[src/rtl/stim_pkg.sv]
// stim_pkg: shared encodings for the stimulus engine.
// Holds beat modes, FSM states and the default LFSR feedback mask.
package stim_pkg;

  typedef enum logic [1:0] {
    MODE_INCR   = 2'd0,
    MODE_STRIDE = 2'd1,
    MODE_LFSR   = 2'd2,
    MODE_CONST  = 2'd3
  } mode_e;

  typedef enum logic [1:0] {
    ST_IDLE = 2'd0,
    ST_RUN  = 2'd1,
    ST_DONE = 2'd2,
    ST_TMO  = 2'd3
  } state_e;

  localparam logic [31:0] LFSR_TAPS_DEF = 32'h8020_0003;

endpackage

[src/rtl/stim_gen_if.sv]
// stim_gen_if: beat stream bus (valid/ready, addr, data, last).
// master drives the beat, slave returns ready.
interface stim_gen_if #(
  parameter int ADDR_WIDTH = 32,
  parameter int DATA_WIDTH = 32
);
  logic                  valid;
  logic                  ready;
  logic [ADDR_WIDTH-1:0] addr;
  logic [DATA_WIDTH-1:0] data;
  logic                  last;

  modport master (
    output valid, addr, data, last,
    input  ready
  );

  modport slave (
    input  valid, addr, data, last,
    output ready
  );
endinterface

[src/rtl/stim_lfsr_step.sv]
// stim_lfsr_step: one combinational Galois LFSR step.
// Ports: d (current value) -> q (next value); TAPS is the feedback mask.
module stim_lfsr_step #(
  parameter int               WIDTH = 32,
  parameter logic [WIDTH-1:0] TAPS  = '0
) (
  input  logic [WIDTH-1:0] d,
  output logic [WIDTH-1:0] q
);
  assign q = (d >> 1) ^ (d[0] ? TAPS : '0);
endmodule

[src/rtl/stim_gen.sv]
// stim_gen: programmable burst of (addr, data) beats with watchdog.
// Ports: sys_clk/sys_rst, start + config, out_if beat bus, busy/done/timeout.
module stim_gen
  import stim_pkg::*;
#(
  parameter int          DATA_WIDTH     = 32,
  parameter int          ADDR_WIDTH     = 32,
  parameter int          CNT_WIDTH      = 16,
  parameter int          TIMEOUT_CYCLES = 2500,
  parameter logic [31:0] LFSR_TAPS      = LFSR_TAPS_DEF
) (
  input  logic                  sys_clk,
  input  logic                  sys_rst,
  input  logic                  start,
  input  logic [1:0]            mode,
  input  logic [ADDR_WIDTH-1:0] addr_base,
  input  logic [ADDR_WIDTH-1:0] addr_stride,
  input  logic [DATA_WIDTH-1:0] data_seed,
  input  logic [CNT_WIDTH-1:0]  length,
  stim_gen_if.master            out_if,
  output logic                  busy,
  output logic                  done,
  output logic                  timeout
);

  localparam logic [DATA_WIDTH-1:0] TAPS_W =
    DATA_WIDTH'(LFSR_TAPS);
  localparam logic [31:0] WDG_LIM =
    32'(TIMEOUT_CYCLES - 1);

  state_e                state_q, state_d;
  mode_e                 mode_q, mode_d;
  logic [ADDR_WIDTH-1:0] addr_q, addr_d;
  logic [ADDR_WIDTH-1:0] stride_q, stride_d;
  logic [DATA_WIDTH-1:0] data_q, data_d;
  logic [CNT_WIDTH-1:0]  rem_q, rem_d;
  logic [31:0]           wdg_q, wdg_d;
  logic                  tmo_q, tmo_d;

  logic [DATA_WIDTH-1:0] lfsr_nxt;
  logic                  run;
  logic                  xfer;
  logic                  expire;

  stim_lfsr_step #(
    .WIDTH (DATA_WIDTH),
    .TAPS  (TAPS_W)
  ) u_lfsr (
    .d (data_q),
    .q (lfsr_nxt)
  );

  assign run    = (state_q == ST_RUN);
  assign xfer   = run && out_if.ready;
  assign expire = (TIMEOUT_CYCLES != 0) && (wdg_q == WDG_LIM);

  always_comb begin
    state_d  = state_q;
    mode_d   = mode_q;
    addr_d   = addr_q;
    stride_d = stride_q;
    data_d   = data_q;
    rem_d    = rem_q;
    wdg_d    = wdg_q;
    tmo_d    = tmo_q;
    case (state_q)
      ST_RUN: begin
        wdg_d = wdg_q + 32'd1;
        if (xfer) begin
          if (rem_q == CNT_WIDTH'(1)) begin
            state_d = ST_DONE;
          end else begin
            rem_d = rem_q - CNT_WIDTH'(1);
            unique case (mode_q)
              MODE_INCR: begin
                addr_d = addr_q + ADDR_WIDTH'(1);
                data_d = data_q + DATA_WIDTH'(1);
              end
              MODE_STRIDE: begin
                addr_d = addr_q + stride_q;
                data_d = data_q + DATA_WIDTH'(1);
              end
              MODE_LFSR: begin
                addr_d = addr_q + ADDR_WIDTH'(1);
                data_d = lfsr_nxt;
              end
              MODE_CONST: ;
            endcase
          end
        end
        // Expiry wins even over a final-beat transfer.
        if (expire) begin
          state_d = ST_TMO;
          tmo_d   = 1'b1;
        end
      end
      default: begin
        if (state_q == ST_DONE) state_d = ST_IDLE;
        if (start) begin
          mode_d   = mode_e'(mode);
          addr_d   = addr_base;
          stride_d = addr_stride;
          rem_d    = length;
          wdg_d    = '0;
          tmo_d    = 1'b0;
          // All-zero is the LFSR lock-up state.
          if (mode_e'(mode) == MODE_LFSR && data_seed == '0)
            data_d = DATA_WIDTH'(1);
          else
            data_d = data_seed;
          state_d = (length == '0) ? ST_DONE : ST_RUN;
        end
      end
    endcase
  end

  always_ff @(posedge sys_clk or posedge sys_rst) begin
    if (sys_rst) begin
      state_q  <= ST_IDLE;
      mode_q   <= MODE_INCR;
      addr_q   <= '0;
      stride_q <= '0;
      data_q   <= '0;
      rem_q    <= '0;
      wdg_q    <= '0;
      tmo_q    <= 1'b0;
    end else begin
      state_q  <= state_d;
      mode_q   <= mode_d;
      addr_q   <= addr_d;
      stride_q <= stride_d;
      data_q   <= data_d;
      rem_q    <= rem_d;
      wdg_q    <= wdg_d;
      tmo_q    <= tmo_d;
    end
  end

  assign out_if.valid = run;
  assign out_if.addr  = addr_q;
  assign out_if.data  = data_q;
  assign out_if.last  = run && (rem_q == CNT_WIDTH'(1));
  assign busy         = run;
  assign done         = (state_q == ST_DONE);
  assign timeout      = tmo_q;

endmodule

[src/flat_wrapper.sv]
// flat-port wrapper written by rule: the top's interface ports become plain ports
module stim_gen_flat import stim_pkg::*;
#(
  parameter int          DATA_WIDTH     = 32,
  parameter int          ADDR_WIDTH     = 32,
  parameter int          CNT_WIDTH      = 16,
  parameter int          TIMEOUT_CYCLES = 2500,
  parameter logic [31:0] LFSR_TAPS      = LFSR_TAPS_DEF
)
  (sys_clk, sys_rst, start, mode, addr_base, addr_stride, data_seed, length, busy, done, timeout, out_if_valid, out_if_addr, out_if_data, out_if_last, out_if_ready);
  stim_gen_if #(.ADDR_WIDTH(ADDR_WIDTH), .DATA_WIDTH(DATA_WIDTH)) out_if_i ();
  input  logic sys_clk;
  input  logic sys_rst;
  input  logic start;
  input  logic [1:0] mode;
  input  logic [ADDR_WIDTH-1:0] addr_base;
  input  logic [ADDR_WIDTH-1:0] addr_stride;
  input  logic [DATA_WIDTH-1:0] data_seed;
  input  logic [CNT_WIDTH-1:0] length;
  output logic busy;
  output logic done;
  output logic timeout;
  output wire logic [$bits(out_if_i.valid)-1:0] out_if_valid;
  output wire logic [$bits(out_if_i.addr)-1:0] out_if_addr;
  output wire logic [$bits(out_if_i.data)-1:0] out_if_data;
  output wire logic [$bits(out_if_i.last)-1:0] out_if_last;
  input wire logic [$bits(out_if_i.ready)-1:0] out_if_ready;
  assign out_if_valid = out_if_i.valid;
  assign out_if_addr = out_if_i.addr;
  assign out_if_data = out_if_i.data;
  assign out_if_last = out_if_i.last;
  assign out_if_i.ready = out_if_ready;
  stim_gen #(.DATA_WIDTH(DATA_WIDTH), .ADDR_WIDTH(ADDR_WIDTH), .CNT_WIDTH(CNT_WIDTH), .TIMEOUT_CYCLES(TIMEOUT_CYCLES), .LFSR_TAPS(LFSR_TAPS)) u_core (.sys_clk(sys_clk), .sys_rst(sys_rst), .start(start), .mode(mode), .addr_base(addr_base), .addr_stride(addr_stride), .data_seed(data_seed), .length(length), .out_if(out_if_i), .busy(busy), .done(done), .timeout(timeout));
endmodule
[config.mk]
export PLATFORM = sky130hd
export DESIGN_NAME = stim_gen_flat
export DESIGN_NICKNAME = d
export VERILOG_FILES = /design/src/rtl/stim_pkg.sv /design/src/rtl/stim_gen_if.sv /design/src/rtl/stim_lfsr_step.sv /design/src/rtl/stim_gen.sv /design/src/flat_wrapper.sv
export SDC_FILE = /design/constraint.sdc
export NUM_CORES = 1
export LEC_CHECK = 0
export CORE_ASPECT_RATIO = 1.1
export CORE_MARGIN = 1
export CORE_UTILIZATION = 58
export DETAILED_ROUTE_END_ITERATION = 8
export PLACE_DENSITY = 0.9
export SETUP_SLACK_MARGIN = 0.02
export SYNTH_ARGS = -nofsm -noshare
export SYNTH_HDL_FRONTEND = slang
export SYNTH_SLANG_ARGS = --single-unit
[constraint.sdc]
create_clock -name sys_clk -period 11.9 [get_ports sys_clk]
set_input_delay 2.38 -clock sys_clk [delete_from_list [all_inputs] [get_ports sys_clk]]
set_output_delay 2.38 -clock sys_clk [all_outputs]
set_load 0.02 [all_outputs]
==> results.md <==
* Number of cells on the critical path at 4
* CP max stage delay at 710 ps
* Final Cell Area at 0.0126 sq mm
* Clock root buffer: clkbuf_16
* Row count at 50
* Layout Skew at 12.7 ps
* Total CTS buffers at 17
* Setup crit end kind: output port
* Max VDD drop at around 0.00014 V
* Final setup viols at 0
* Clock slew at reported path FFs at 60 ps
* Total grt overflow at 0
* Synth Net Count at 1394
* Synth warn at 0
* Final worst path period need at approximately 5300 ps
* Clock sink total at approximately 150
* Critical path startpoint: u_core.state_q[1]$_DFFE_PP0P_
* Detailed-placement wirelength estimate at 20.0 mm
* Cells along the critical path: nand2b_4 > inv_2 > buf_4 > clkdlybuf4s50_1
* Number of nets in the layout at 1538
* Pwr Total at 3.36 mW
* Reg2reg setup slack at 8340 ps
* Pleak at 5.37 nW
* R2R Path Start: u_core.state_q[0]$_DFFE_PP0P_
* Post-synth EDFFs at 0
* DIE HEIGHT at 140 um
* HP Start: u_core.stride_q[5]$_DFFE_PP0P_
* Post-Syn Area at just over 0.01 sq mm
* Worst path arrival time at 2890 ps
* Vias in the first global route at 10015
* RSZ-0062 raised after global routing: no
* Port-buffer cells at 186
* Ys flop type: dfrtp_1
* Crit-path slowest cell: clkdlybuf4s50_1
* Fillers at around 1300
* Largest net degree at the start of global routing at slightly above 80
* CTS tree: yes
* Layout cells sized above 1 at 0.0594
* Kind of critical path: reg2out
* Final Wtd Congestion at 0.914
* FF+latch area at approximately 0.0037 sq mm
* Top-Level Pins at roughly 190
* Max-Cap Viols at 0
* Starting Density at 0.592
* Skew-Pair Late Insertion Delay at ~430 ps
* Maximum clock rate at between 0.15 and 0.2 GHz
* Cell area after placement at 0.0120 sq mm
* CTS Hold Bufs at 0
* Worst r2r dst: u_core.out_if.data[20]$_DFFE_PP0P_
* Fin Setup TNS at 0 ps
* Post-synthesis register bit count at between 100 and 150
* Pins Over Slew Limit at 0
* Antenna Cells at 0
* Power density over cell area at 267 mW/mm^2
* Die area at between 0.015 and 0.02 sq mm
* Worst-path fanout max at 40
* Resized Gates After CTS at 0
* Hold EP: u_core.stride_q[5]$_DFFE_PP0P_
* 1st-pass router iterations at 7
* First-pass GRT wire length at ~50 mm
* Core Util, Final at 0.738
* Die width at about 130 um
* Buf+Inv Stages, Crit Path at 3
* Worst EP required at about 9500 ps
* WL per Instance at around 18 um
* Final critical-path share of the clock period at 0.443
* Via count at 10321
* Hold path depth at 2
* DRT Wirelength at 29.7 mm
* # DRC at 0
* H-tree levels at 4
* Ys async rst share at 1.00
* Final WS setup at 6630 ps
* Initial antenna violation count at 0
* Status: finished, final reports clean
* Worst slew pin tran at approximately 1300 ps
* Setup bufs post-CTS at 0
* Startpoint types: flop
* Final hold viol count at 0
* Sequential fraction of the synthesis area at 0.370
* Place WS at 7090 ps
* HP Class: reg2reg
* Synth Area per Inst at between 8 and 9 sq um
* Yosys cell types at 83
* Total track usage at 0.341
* Via/cell ratio at 6.33
* Rel. slew slack at 0.143
* Final ANT Viol Nets at 0
* Cells after Synth at 1240
* Multi-input logic area at 0.00598 sq mm
* Core ar. at 0.0170 sq mm
* R2r worst-path depth at 7
* Maximum root-to-sink buffer count at 2
* Area growth syn-to-layout at 24.6%
* Top delay family on crit path: buffers and inverters
* Drt first-iter violations at 1246
==> area by class of cell <==
type	instances	area share
Sequential cell	149	0.297
Clock inverter	10	0.00976
Timing Repair Buffer	196	0.154
Inverter	9	0.00309
Tap cell	234	0.0233
Clock buffer	22	0.0370
Multi-Input combinational cell	1011	0.476
==> sequential cells by signal (all words and copies together) (netlist names) <==
signal and cells:
u_core.out_if.addr 32, u_core.out_if.data 32, u_core.timeout 1, u_core.rem_q 16, u_core.wdg_q 32, u_core.mode_q 2
u_core.stride_q 32, u_core.state_q 2
==> worst register-to-register path, delay by kind of cell, from the launching register on <==
kind	cells	cell delay (ps)
AO/OA/AOI/OAI	3	890
AND/OR/NAND/NOR	2	1450
flip-flops	1	440
buffers and inverters	2	700
==> through the flow <==
stage	instances	hold slack (ps)
6_report	1631	466
5_1_grt	1631	501
4_1_cts	1631	473
3_5_place_dp	1599	456
3_3_place_gp	1599	450
2_1_floorplan	1240	437
==> where the power goes <==
part	total, mW	switching (mW)	internal (mW)
combinational	1.81	1.04	0.763
clock	0.545	0.224	0.321
sequential	1.01	0.269	0.737
total	3.36	1.54	1.82
==> how the worst max path moves through the flow <==
stage / to
after floorplan: u_core.mode_q[0]$_DFFE_PP0P_
after global placement: u_core.out_if.addr[29]$_DFFE_PP0P_
after detailed placement: u_core.out_if.addr[27]$_DFFE_PP0P_
after CTS: out_if_valid
after global routing: out_if_valid
final: out_if_valid
==> cells in the mapped netlist (22+ instances only) <==
master / count / area, sq um
and2_1: 33 / 206
nand3_1: 62 / 310
clkbuf_1: 41 / 154
ha_1: 35 / 438
a31oi_1: 22 / 138
mux2i_1: 23 / 230
a21oi_1: 111 / 556
nand4_1: 24 / 150
and3_1: 38 / 238
nand2_1: 230 / 863
o21ai_0: 91 / 455
dfrtp_1: 149 / 3730
nor2_1: 84 / 315
==> cells by family (layout without fill, tap and decap cells) <==
logic type      Yosys count  count (layout)  share of synthesized area
mux                      23              23                     0.0228
compound gates          344             344                      0.211
buf+inv                  80             237                     0.0382
simple gates            569             569                      0.279
xor+xnor                 39              39                     0.0339
flops                   149             149                      0.370
fa+ha+maj                36              36                     0.0454
==> routing by layer <==
metal  GRT usage  vias up  wire (um)
li1            -     4774          -
met1       0.438     4884      11900
met2       0.569      571      14500
met3      0.0596       92       2420
met4       0.138        0        832
met5           0        -          0
==> cells in the final DEF, fill, tap and decap left out, drive strengths merged, types with 20 or more instances in the layout <==
master         count
nand4             27
clkbuf            22
nor3              25
nor2              88
clkdlybuf4s50    186
a21oi            113
xor2              20
nand3             63
dfrtp            149
o21ai            112
mux2i             23
and2              34
nand2            232
ha                35
a31oi             22
and3              38
(Power assumes the default switching activity.)
